## config.mk

```make
export PLATFORM = sky130hd
export DESIGN_NAME = dmem_arbiter
export DESIGN_NICKNAME = d
export VERILOG_FILES = /design/src/rtl/dmem_arbiter.sv
export SDC_FILE = /design/constraint.sdc
export NUM_CORES = 1
export LEC_CHECK = 0
export CORE_ASPECT_RATIO = 1.4
export CORE_MARGIN = 2
export CORE_UTILIZATION = 45
export DETAILED_ROUTE_END_ITERATION = 7
export PLACE_DENSITY = 0.92
export SLEW_MARGIN = 20
export SYNTH_ARGS = -nofsm -noshare
export SYNTH_HDL_FRONTEND = slang
export SYNTH_SLANG_ARGS = --single-unit
```

## constraint.sdc

```tcl
create_clock -name clk_i -period 4 [get_ports clk_i]
set_clock_uncertainty 0.05 [all_clocks]
set_input_delay 0.8 -clock clk_i [delete_from_list [all_inputs] [get_ports clk_i]]
set_output_delay 0.8 -clock clk_i [all_outputs]
set_load 0.01 [all_outputs]
```

## src/rtl/dmem_arbiter.sv

```systemverilog
// Two-port (CPU / loader) arbiter for the single data-memory port: IDLE -> ACCESS -> DONE per transaction.
// Optional macro ARB_CPU_PRIORITY_EN selects fixed CPU priority instead of round-robin on ties.
module dmem_arbiter #(
    parameter int AW    = 14,
    parameter int DW    = 32,
    parameter int DEPTH = 16384
) (
    input  logic          clk_i,
    input  logic          rst_ni,
    input  logic          c_req_i,
    input  logic          c_we_i,
    input  logic [AW-1:0] c_addr_i,
    input  logic [DW-1:0] c_wdata_i,
    output logic          c_ack_o,
    output logic [DW-1:0] c_rdata_o,
    output logic          c_stall_o,
    input  logic          l_req_i,
    input  logic          l_we_i,
    input  logic [AW-1:0] l_addr_i,
    input  logic [DW-1:0] l_wdata_i,
    output logic          l_ack_o,
    output logic [DW-1:0] l_rdata_o,
    output logic          err_o,
    output logic          mem_en_o,
    output logic          mem_we_o,
    output logic [AW-1:0] mem_addr_o,
    output logic [DW-1:0] mem_wdata_o,
    input  logic [DW-1:0] mem_rdata_i
);

    typedef enum logic [1:0] {
        ST_IDLE   = 2'd0,
        ST_ACCESS = 2'd1,
        ST_DONE   = 2'd2
    } state_t;

    localparam logic [AW:0] DEPTH_LIM = DEPTH[AW:0];
    localparam logic        OWN_C     = 1'b0;
    localparam logic        OWN_L     = 1'b1;

    state_t        state_q, state_d;
    logic          owner_q, owner_d;
    logic          we_q, we_d;
    logic          oor_q, oor_d;
    logic          mem_en_q, mem_en_d;
    logic          mem_we_q, mem_we_d;
    logic [AW-1:0] mem_addr_q, mem_addr_d;
    logic [DW-1:0] mem_wdata_q, mem_wdata_d;
    logic          c_ack_q, c_ack_d;
    logic          l_ack_q, l_ack_d;
    logic          err_q, err_d;
    logic [DW-1:0] c_rdata_q, c_rdata_d;
    logic [DW-1:0] l_rdata_q, l_rdata_d;
`ifndef ARB_CPU_PRIORITY_EN
    logic          last_q, last_d;
`endif

    logic          grant_c, grant_l, grant;
    logic          sel_we, sel_oor;
    logic [AW-1:0] sel_addr;
    logic [DW-1:0] sel_wdata;
    logic [DW-1:0] done_rdata;

    assign grant     = grant_c | grant_l;
    assign sel_we    = grant_l ? l_we_i    : c_we_i;
    assign sel_addr  = grant_l ? l_addr_i  : c_addr_i;
    assign sel_wdata = grant_l ? l_wdata_i : c_wdata_i;
    assign sel_oor   = ({1'b0, sel_addr} >= DEPTH_LIM);

    // State register and all registered outputs.
    always_ff @(posedge clk_i or negedge rst_ni) begin
        if (!rst_ni) begin
            state_q     <= ST_IDLE;
            owner_q     <= OWN_C;
            we_q        <= 1'b0;
            oor_q       <= 1'b0;
            mem_en_q    <= 1'b0;
            mem_we_q    <= 1'b0;
            mem_addr_q  <= '0;
            mem_wdata_q <= '0;
            c_ack_q     <= 1'b0;
            l_ack_q     <= 1'b0;
            err_q       <= 1'b0;
            c_rdata_q   <= '0;
            l_rdata_q   <= '0;
`ifndef ARB_CPU_PRIORITY_EN
            last_q      <= OWN_L;
`endif
        end else begin
            state_q     <= state_d;
            owner_q     <= owner_d;
            we_q        <= we_d;
            oor_q       <= oor_d;
            mem_en_q    <= mem_en_d;
            mem_we_q    <= mem_we_d;
            mem_addr_q  <= mem_addr_d;
            mem_wdata_q <= mem_wdata_d;
            c_ack_q     <= c_ack_d;
            l_ack_q     <= l_ack_d;
            err_q       <= err_d;
            c_rdata_q   <= c_rdata_d;
            l_rdata_q   <= l_rdata_d;
`ifndef ARB_CPU_PRIORITY_EN
            last_q      <= last_d;
`endif
        end
    end

    // Next-state and grant decision.
    always_comb begin
        state_d = state_q;
        grant_c = 1'b0;
        grant_l = 1'b0;
        case (state_q)
            ST_IDLE: begin
                if (c_req_i && l_req_i) begin
`ifdef ARB_CPU_PRIORITY_EN
                    grant_c = 1'b1;
`else
                    grant_c = (last_q == OWN_L);
                    grant_l = (last_q == OWN_C);
`endif
                end else begin
                    grant_c = c_req_i;
                    grant_l = l_req_i;
                end
                if (grant_c || grant_l) state_d = ST_ACCESS;
            end
            ST_ACCESS: state_d = ST_DONE;
            ST_DONE:   state_d = ST_IDLE;
            default:   state_d = ST_IDLE;
        endcase
    end

    // Memory read data arrives during DONE, so it bypasses into rdata for the ack cycle.
    assign done_rdata = (!we_q && !oor_q) ? mem_rdata_i : '0;

    // Output / datapath next values.
    always_comb begin
        owner_d     = owner_q;
        we_d        = we_q;
        oor_d       = oor_q;
        mem_addr_d  = mem_addr_q;
        mem_wdata_d = mem_wdata_q;
        mem_en_d    = grant & ~sel_oor;
        mem_we_d    = grant & sel_we & ~sel_oor;
        if (grant) begin
            owner_d     = grant_l ? OWN_L : OWN_C;
            we_d        = sel_we;
            oor_d       = sel_oor;
            mem_addr_d  = sel_addr;
            mem_wdata_d = sel_wdata;
        end
        c_ack_d   = (state_q == ST_ACCESS) && (owner_q == OWN_C);
        l_ack_d   = (state_q == ST_ACCESS) && (owner_q == OWN_L);
        err_d     = (state_q == ST_ACCESS) && oor_q;
        c_rdata_d = c_ack_q ? done_rdata : c_rdata_q;
        l_rdata_d = l_ack_q ? done_rdata : l_rdata_q;
`ifndef ARB_CPU_PRIORITY_EN
        last_d    = (state_q == ST_DONE) ? owner_q : last_q;
`endif
    end

    assign c_ack_o     = c_ack_q;
    assign l_ack_o     = l_ack_q;
    assign err_o       = err_q;
    assign c_rdata_o   = c_ack_q ? done_rdata : c_rdata_q;
    assign l_rdata_o   = l_ack_q ? done_rdata : l_rdata_q;
    assign c_stall_o   = c_req_i & ~c_ack_q;
    assign mem_en_o    = mem_en_q;
    assign mem_we_o    = mem_we_q;
    assign mem_addr_o  = mem_addr_q;
    assign mem_wdata_o = mem_wdata_q;

endmodule

```

; Word-level counts from Yosys, hierarchy flattened
; Index checks and enable logic that the tools add are counted.
[totals]
reg_bits = 119
latch_bits = 0
mem_bits_rw = 0
mem_bits_ro = 0
in_bits = 130
wordCells = 41
n_memories = 0
[classes]
add_sub_neg = 0
n_mul = 0
div_mod_pow = 0
n_lt_le_gt_ge = 0
n_eq_ne = 3
shifts = 0
n_mux = 15
n_bitwise = 6
n_reduce_logical = 5
[ops]
columns = cell, count
row1 = 2-to-1 mux 32 bit, 4
row2 = 2-to-1 mux 14 bit, 1
row3 = 2-to-1 mux 1 bit, 8
row4 = one-hot mux 2 bit (2 select lines), 1
row5 = logical AND 1 bit, 3
row6 = NOT 1 bit, 3
row7 = bitwise AND 1 bit, 2
row8 = equality test 2 x 1 -> 1 bit (second input constant), 1
row9 = equality test 2 bit (second input constant), 1
row10 = zero test 2 bit, 1
row11 = 2-to-1 mux 2 bit, 1
row12 = inequality test 2 bit (second input constant), 1
row13 = logical OR 1 bit, 1
row14 = bitwise OR 1 bit, 1

; Longest topological paths before layout
[depth]
depth_word = 6
ltp_mapped = 5
ltp_nobuf = 4

; Worst setup path after synthesis
; No wires, ideal clock.
[synth_timing]
path_kind = in2out
startpoint = input port mem_rdata_i[1]
endpoint = output port l_rdata_o[1]
t_arrival_ps = 1255
setup_slack_ps = 1895
stages = 2
n_path_buf = 0
cell_sequence = nor2b_1 > mux2_1
[synth_via]
elab_chain_len = 2
[synth_lines]
columns = element, line
row1 = from (decl), 28  ; input logic [DW-1:0] mem_rdata_i
row2 = 2-to-1 mux 32 bit, 136  ; assign done_rdata = (!we_q && !oor_q) ? mem_rdata_i : '0;
row3 = 2-to-1 mux 32 bit, 168  ; assign l_rdata_o = l_ack_q ? done_rdata : l_rdata_q;
row4 = to (decl), 22  ; output logic [DW-1:0] l_rdata_o,
; No other way between the ends.

; Worst setup path after layout
[layout_timing]
startpoint = input port mem_rdata_i[0]
endpoint = output port c_rdata_o[0]
[layout_via]
elab_chain_len = 2
[layout_lines]
columns = element, line
row1 = 2-to-1 mux 32 bit, 136
row2 = 2-to-1 mux 32 bit, 167  ; assign c_rdata_o = c_ack_q ? done_rdata : c_rdata_q;
row3 = to (decl), 15  ; output logic [DW-1:0] c_rdata_o,
; No other way between the ends.

==> run_results.csv <==
group,metric,value,unit
run_status,outcome,"completed",
cts,clk_path_buf_depth,2,
floorplanning,die_area,12500,µm²
place,placedInstanceArea,7740,µm²
logic_synthesis,synth.net_count,592,
final_layout,area.sequential,2980,µm²
final_layout,multi_input_comb_area,2060,µm²
final_layout,nets,821,
global_routing,first_global_vias,4966,
sta,timing_max_transition_violations_final,0,
global_routing,grt_overflow_total,0,
sta,post-route-period-util,78.1,%
cts,clock_sinks,119,
logic_synthesis,synthesis.area_per_instance,11.3,µm²
global_routing,initial_antenna_violation_count,0,
logic_synthesis,netlist_area_pre_place,5230,µm²
floorplanning,starting_utilization_of_the_core_area,46.2,%
floorplanning,die_h,132,µm
min_path,hp-class,"in -> async",
worst_setup_path,cp-start-kind,"input port",
worst_setup_path,critical_path.endpoint_type,"primary output",
run,maxCapViolations,0,
final_layout,final_cell_area,8300,µm²
worst_setup_path,critical_path_arrival,2280,ps
route,postRouteWirelength,16.1,mm
final_layout,final_cell_mix,"243 x sky130_fd_sc_hd__clkdlybuf4s50_1, 118 x sky130_fd_sc_hd__dfrtp_1, 63 x sky130_fd_sc_hd__mux2_2",
sta,max_freq,320,MHz
sta,rsz_0062_raised_after_global_routing,"no",
route,detail_route.first_pass.iterations,4,
cts,cts_root_buf,"sky130_fd_sc_hd__clkbuf_16",
place,detailed_place_hpwl,11.2,mm
sta,slew_headroom,27.9,%
logic_synthesis,synth.lib_cells_used.distinct,27,
sta,finalWorstPathRequiredPeriod,3130,ps
worst_setup_path,critical_path_required,3150,ps
cts,post_cts_clock_slew_at_the_launch_and_capture_registers_of_the_worst_setup_and_hold_paths,50,ps
cts,tritoncts,"built",
place,routability_congestion_estimate_from_global_placement,0.806,
floorplanning,io-pin-count,246,
logic_synthesis,yosys_synthesis_warning_count,0,
cts,postCtsSetupBuffers,0,
route,average_wire_per_cell_in_the_routed_design,19.0,µm
sta,setup-tns-final,0,ps
floorplanning,coreArea,11300,µm²
final_layout,layout.cells.most_common,"sky130_fd_sc_hd__clkdlybuf4s50_1",
route,antenna_violating_nets_post_route,0,
cts,cts_htree_levels,4,
sta,max_slew.worst_pin.slew,1080,ps
floorplanning,fp.dieW,95.1,µm
route,route.detailed.drc,0,
logic_synthesis,syn-instance-count,462,
pwr,power_per_cell_area,819,nW/µm²
final_layout,area_growth_syn_to_layout,58.6,%
place,io_buffer_count,244,
route,first_iter_violations,187,
route,vias,4667,
cts,clock_latency,400,ps
floorplanning,core.rowCount,46,
sta,final_hold_viol_count,0,
final_layout,post_route_cells_drive_above_1_share,15.4,%
global_routing,pin_count_of_the_biggest_net_entering_global_routing,120,
route,drt-vias-per-instance,5.51,
final_layout,layout.filler_cells,723,
pwr,vdd_drop_max,0.382,mV
global_routing,grt_first_pass_wirelength,25.4,mm
cts,cts.repair.resized,0,
worst_setup_path,cp_max_fo,2,
cts,cts_made_buffers,17,
cts,holdBufCountCts,0,
pwr,cellLeakagePower,3.51,nW
global_routing,total_routing_usage_reported_by_global_routing,26.1,%
logic_synthesis,sequential_cell_area_fraction_in_the_yosys_report,56.9,%
final_layout,n_antenna_cell,0,
worst_setup_path,start_to_end_type_of_the_worst_setup_path,"in -> out",
sta,finalSetupViolations,0,
logic_synthesis,ys_seq_elements,119,
==> path summary, 6_finish.rpt <==
| check | startpoint | end | slack, ps | cells after the start |
|---|---|---|---|---|
| min reg2reg | mem_wdata_o[6] | mem_wdata_o[6] | 440 | 2 |
| min in group clk_i | mem_wdata_o[6] | mem_wdata_o[6] | 440 | 2 |
| max in group asynchronous | rst_ni | owner_q | 2970 | 2 |
| max reg2reg | state_q[1] | mem_wdata_o[29] | 1810 | 5 |
| min | rst_ni | c_rdata_q[0] | 420 | 2 |
| max | mem_rdata_i[0] | c_rdata_o[0] | 870 | 4 |
==> power by group <==
group          total, mW  switching [mW]  internal (mW)
Sequential          2.02           0.241           1.78
Combinational       3.35            1.60           1.75
Clock               1.42           0.510          0.911
Total               6.80            2.35           4.44
==> sequential cells by signal, summed over array words and instances, names as in the netlist, 2 cells and up <==
signal       count
mem_wdata_o     32
state_q          2
c_rdata_q       32
mem_addr_o      14
l_rdata_q       32
==> metal layers <==
metal  share of wire, %  GRT usage [%]
met5                  0              0
met1                 36           28.7
met2                 53           45.3
met4                3.3           11.2
met3                8.1           7.86
==> Yosys cell counts <==
library cell | number | area share [%]
sky130_fd_sc_hd__a211oi_1 | 1 | 0.14
sky130_fd_sc_hd__or2_1 | 1 | 0.12
sky130_fd_sc_hd__o21ai_1 | 38 | 3.6
sky130_fd_sc_hd__a21oi_1 | 47 | 4.5
sky130_fd_sc_hd__a2bb2oi_1 | 1 | 0.17
sky130_fd_sc_hd__buf_4 | 7 | 1.0
sky130_fd_sc_hd__buf_2 | 16 | 1.5
sky130_fd_sc_hd__conb_1 | 1 | 0.072
sky130_fd_sc_hd__a21boi_2 | 1 | 0.22
sky130_fd_sc_hd__buf_6 | 2 | 0.43
sky130_fd_sc_hd__nor2b_1 | 36 | 4.3
sky130_fd_sc_hd__a21bo_2 | 1 | 0.19
sky130_fd_sc_hd__o21ai_0 | 10 | 0.96
sky130_fd_sc_hd__a22o_1 | 1 | 0.17
sky130_fd_sc_hd__inv_1 | 1 | 0.072
sky130_fd_sc_hd__buf_1 | 4 | 0.29
sky130_fd_sc_hd__nand3_1 | 1 | 0.096
sky130_fd_sc_hd__and2_1 | 1 | 0.12
sky130_fd_sc_hd__inv_2 | 1 | 0.072
sky130_fd_sc_hd__mux2_1 | 2 | 0.43
sky130_fd_sc_hd__mux2_2 | 63 | 14
sky130_fd_sc_hd__clkbuf_1 | 13 | 0.93
sky130_fd_sc_hd__o31ai_1 | 46 | 6.6
sky130_fd_sc_hd__nor2_2 | 1 | 0.12
sky130_fd_sc_hd__dfstp_2 | 1 | 0.50
sky130_fd_sc_hd__nor2_1 | 47 | 3.4
sky130_fd_sc_hd__dfrtp_1 | 118 | 56
==> stage by stage <==
step / setup WS (ps) / hold WS (ps) / instances / power, mW / util (%)
4_1_cts: 893 / 441 / 847 / 6.82 / 73.2
5_1_grt: 795 / 458 / 847 / 7.16 / 73.2
2_1_floorplan: 1900 / 383 / 462 / 3.63 / -
3_5_place_dp: 893 / 429 / 816 / 5.36 / 68.3
6_report: 875 / 419 / 847 / 6.80 / 73.2
3_3_place_gp: 894 / 403 / 816 / 5.20 / 68.3
==> critical path, stage by stage <==
cell and delay [ps]:
sky130_fd_sc_hd__clkdlybuf4s50_1 450, sky130_fd_sc_hd__nor2b_1 270, sky130_fd_sc_hd__mux2_2 230, sky130_fd_sc_hd__clkdlybuf4s50_1 530
==> layout make-up <==
type	instances	share of cell area [%]
Sequential cell	119	35.9
Timing Repair Buffer	252	30.3
Multi-Input combinational cell	299	24.8
Clock buffer	23	5.88
Tap cell	144	2.17
Clock inverter	8	0.874
Inverter	2	0.0905
==> kinds of logic after synthesis <==
family	synth area share, %
flip-flops	56.9
buffers and inverters	4.33
AO/OA/AOI/OAI	16.6
other	0.0717
multiplexers	14.0
AND/OR/NAND/NOR	8.13
Note: power is estimated with default switching activity, not from simulation.
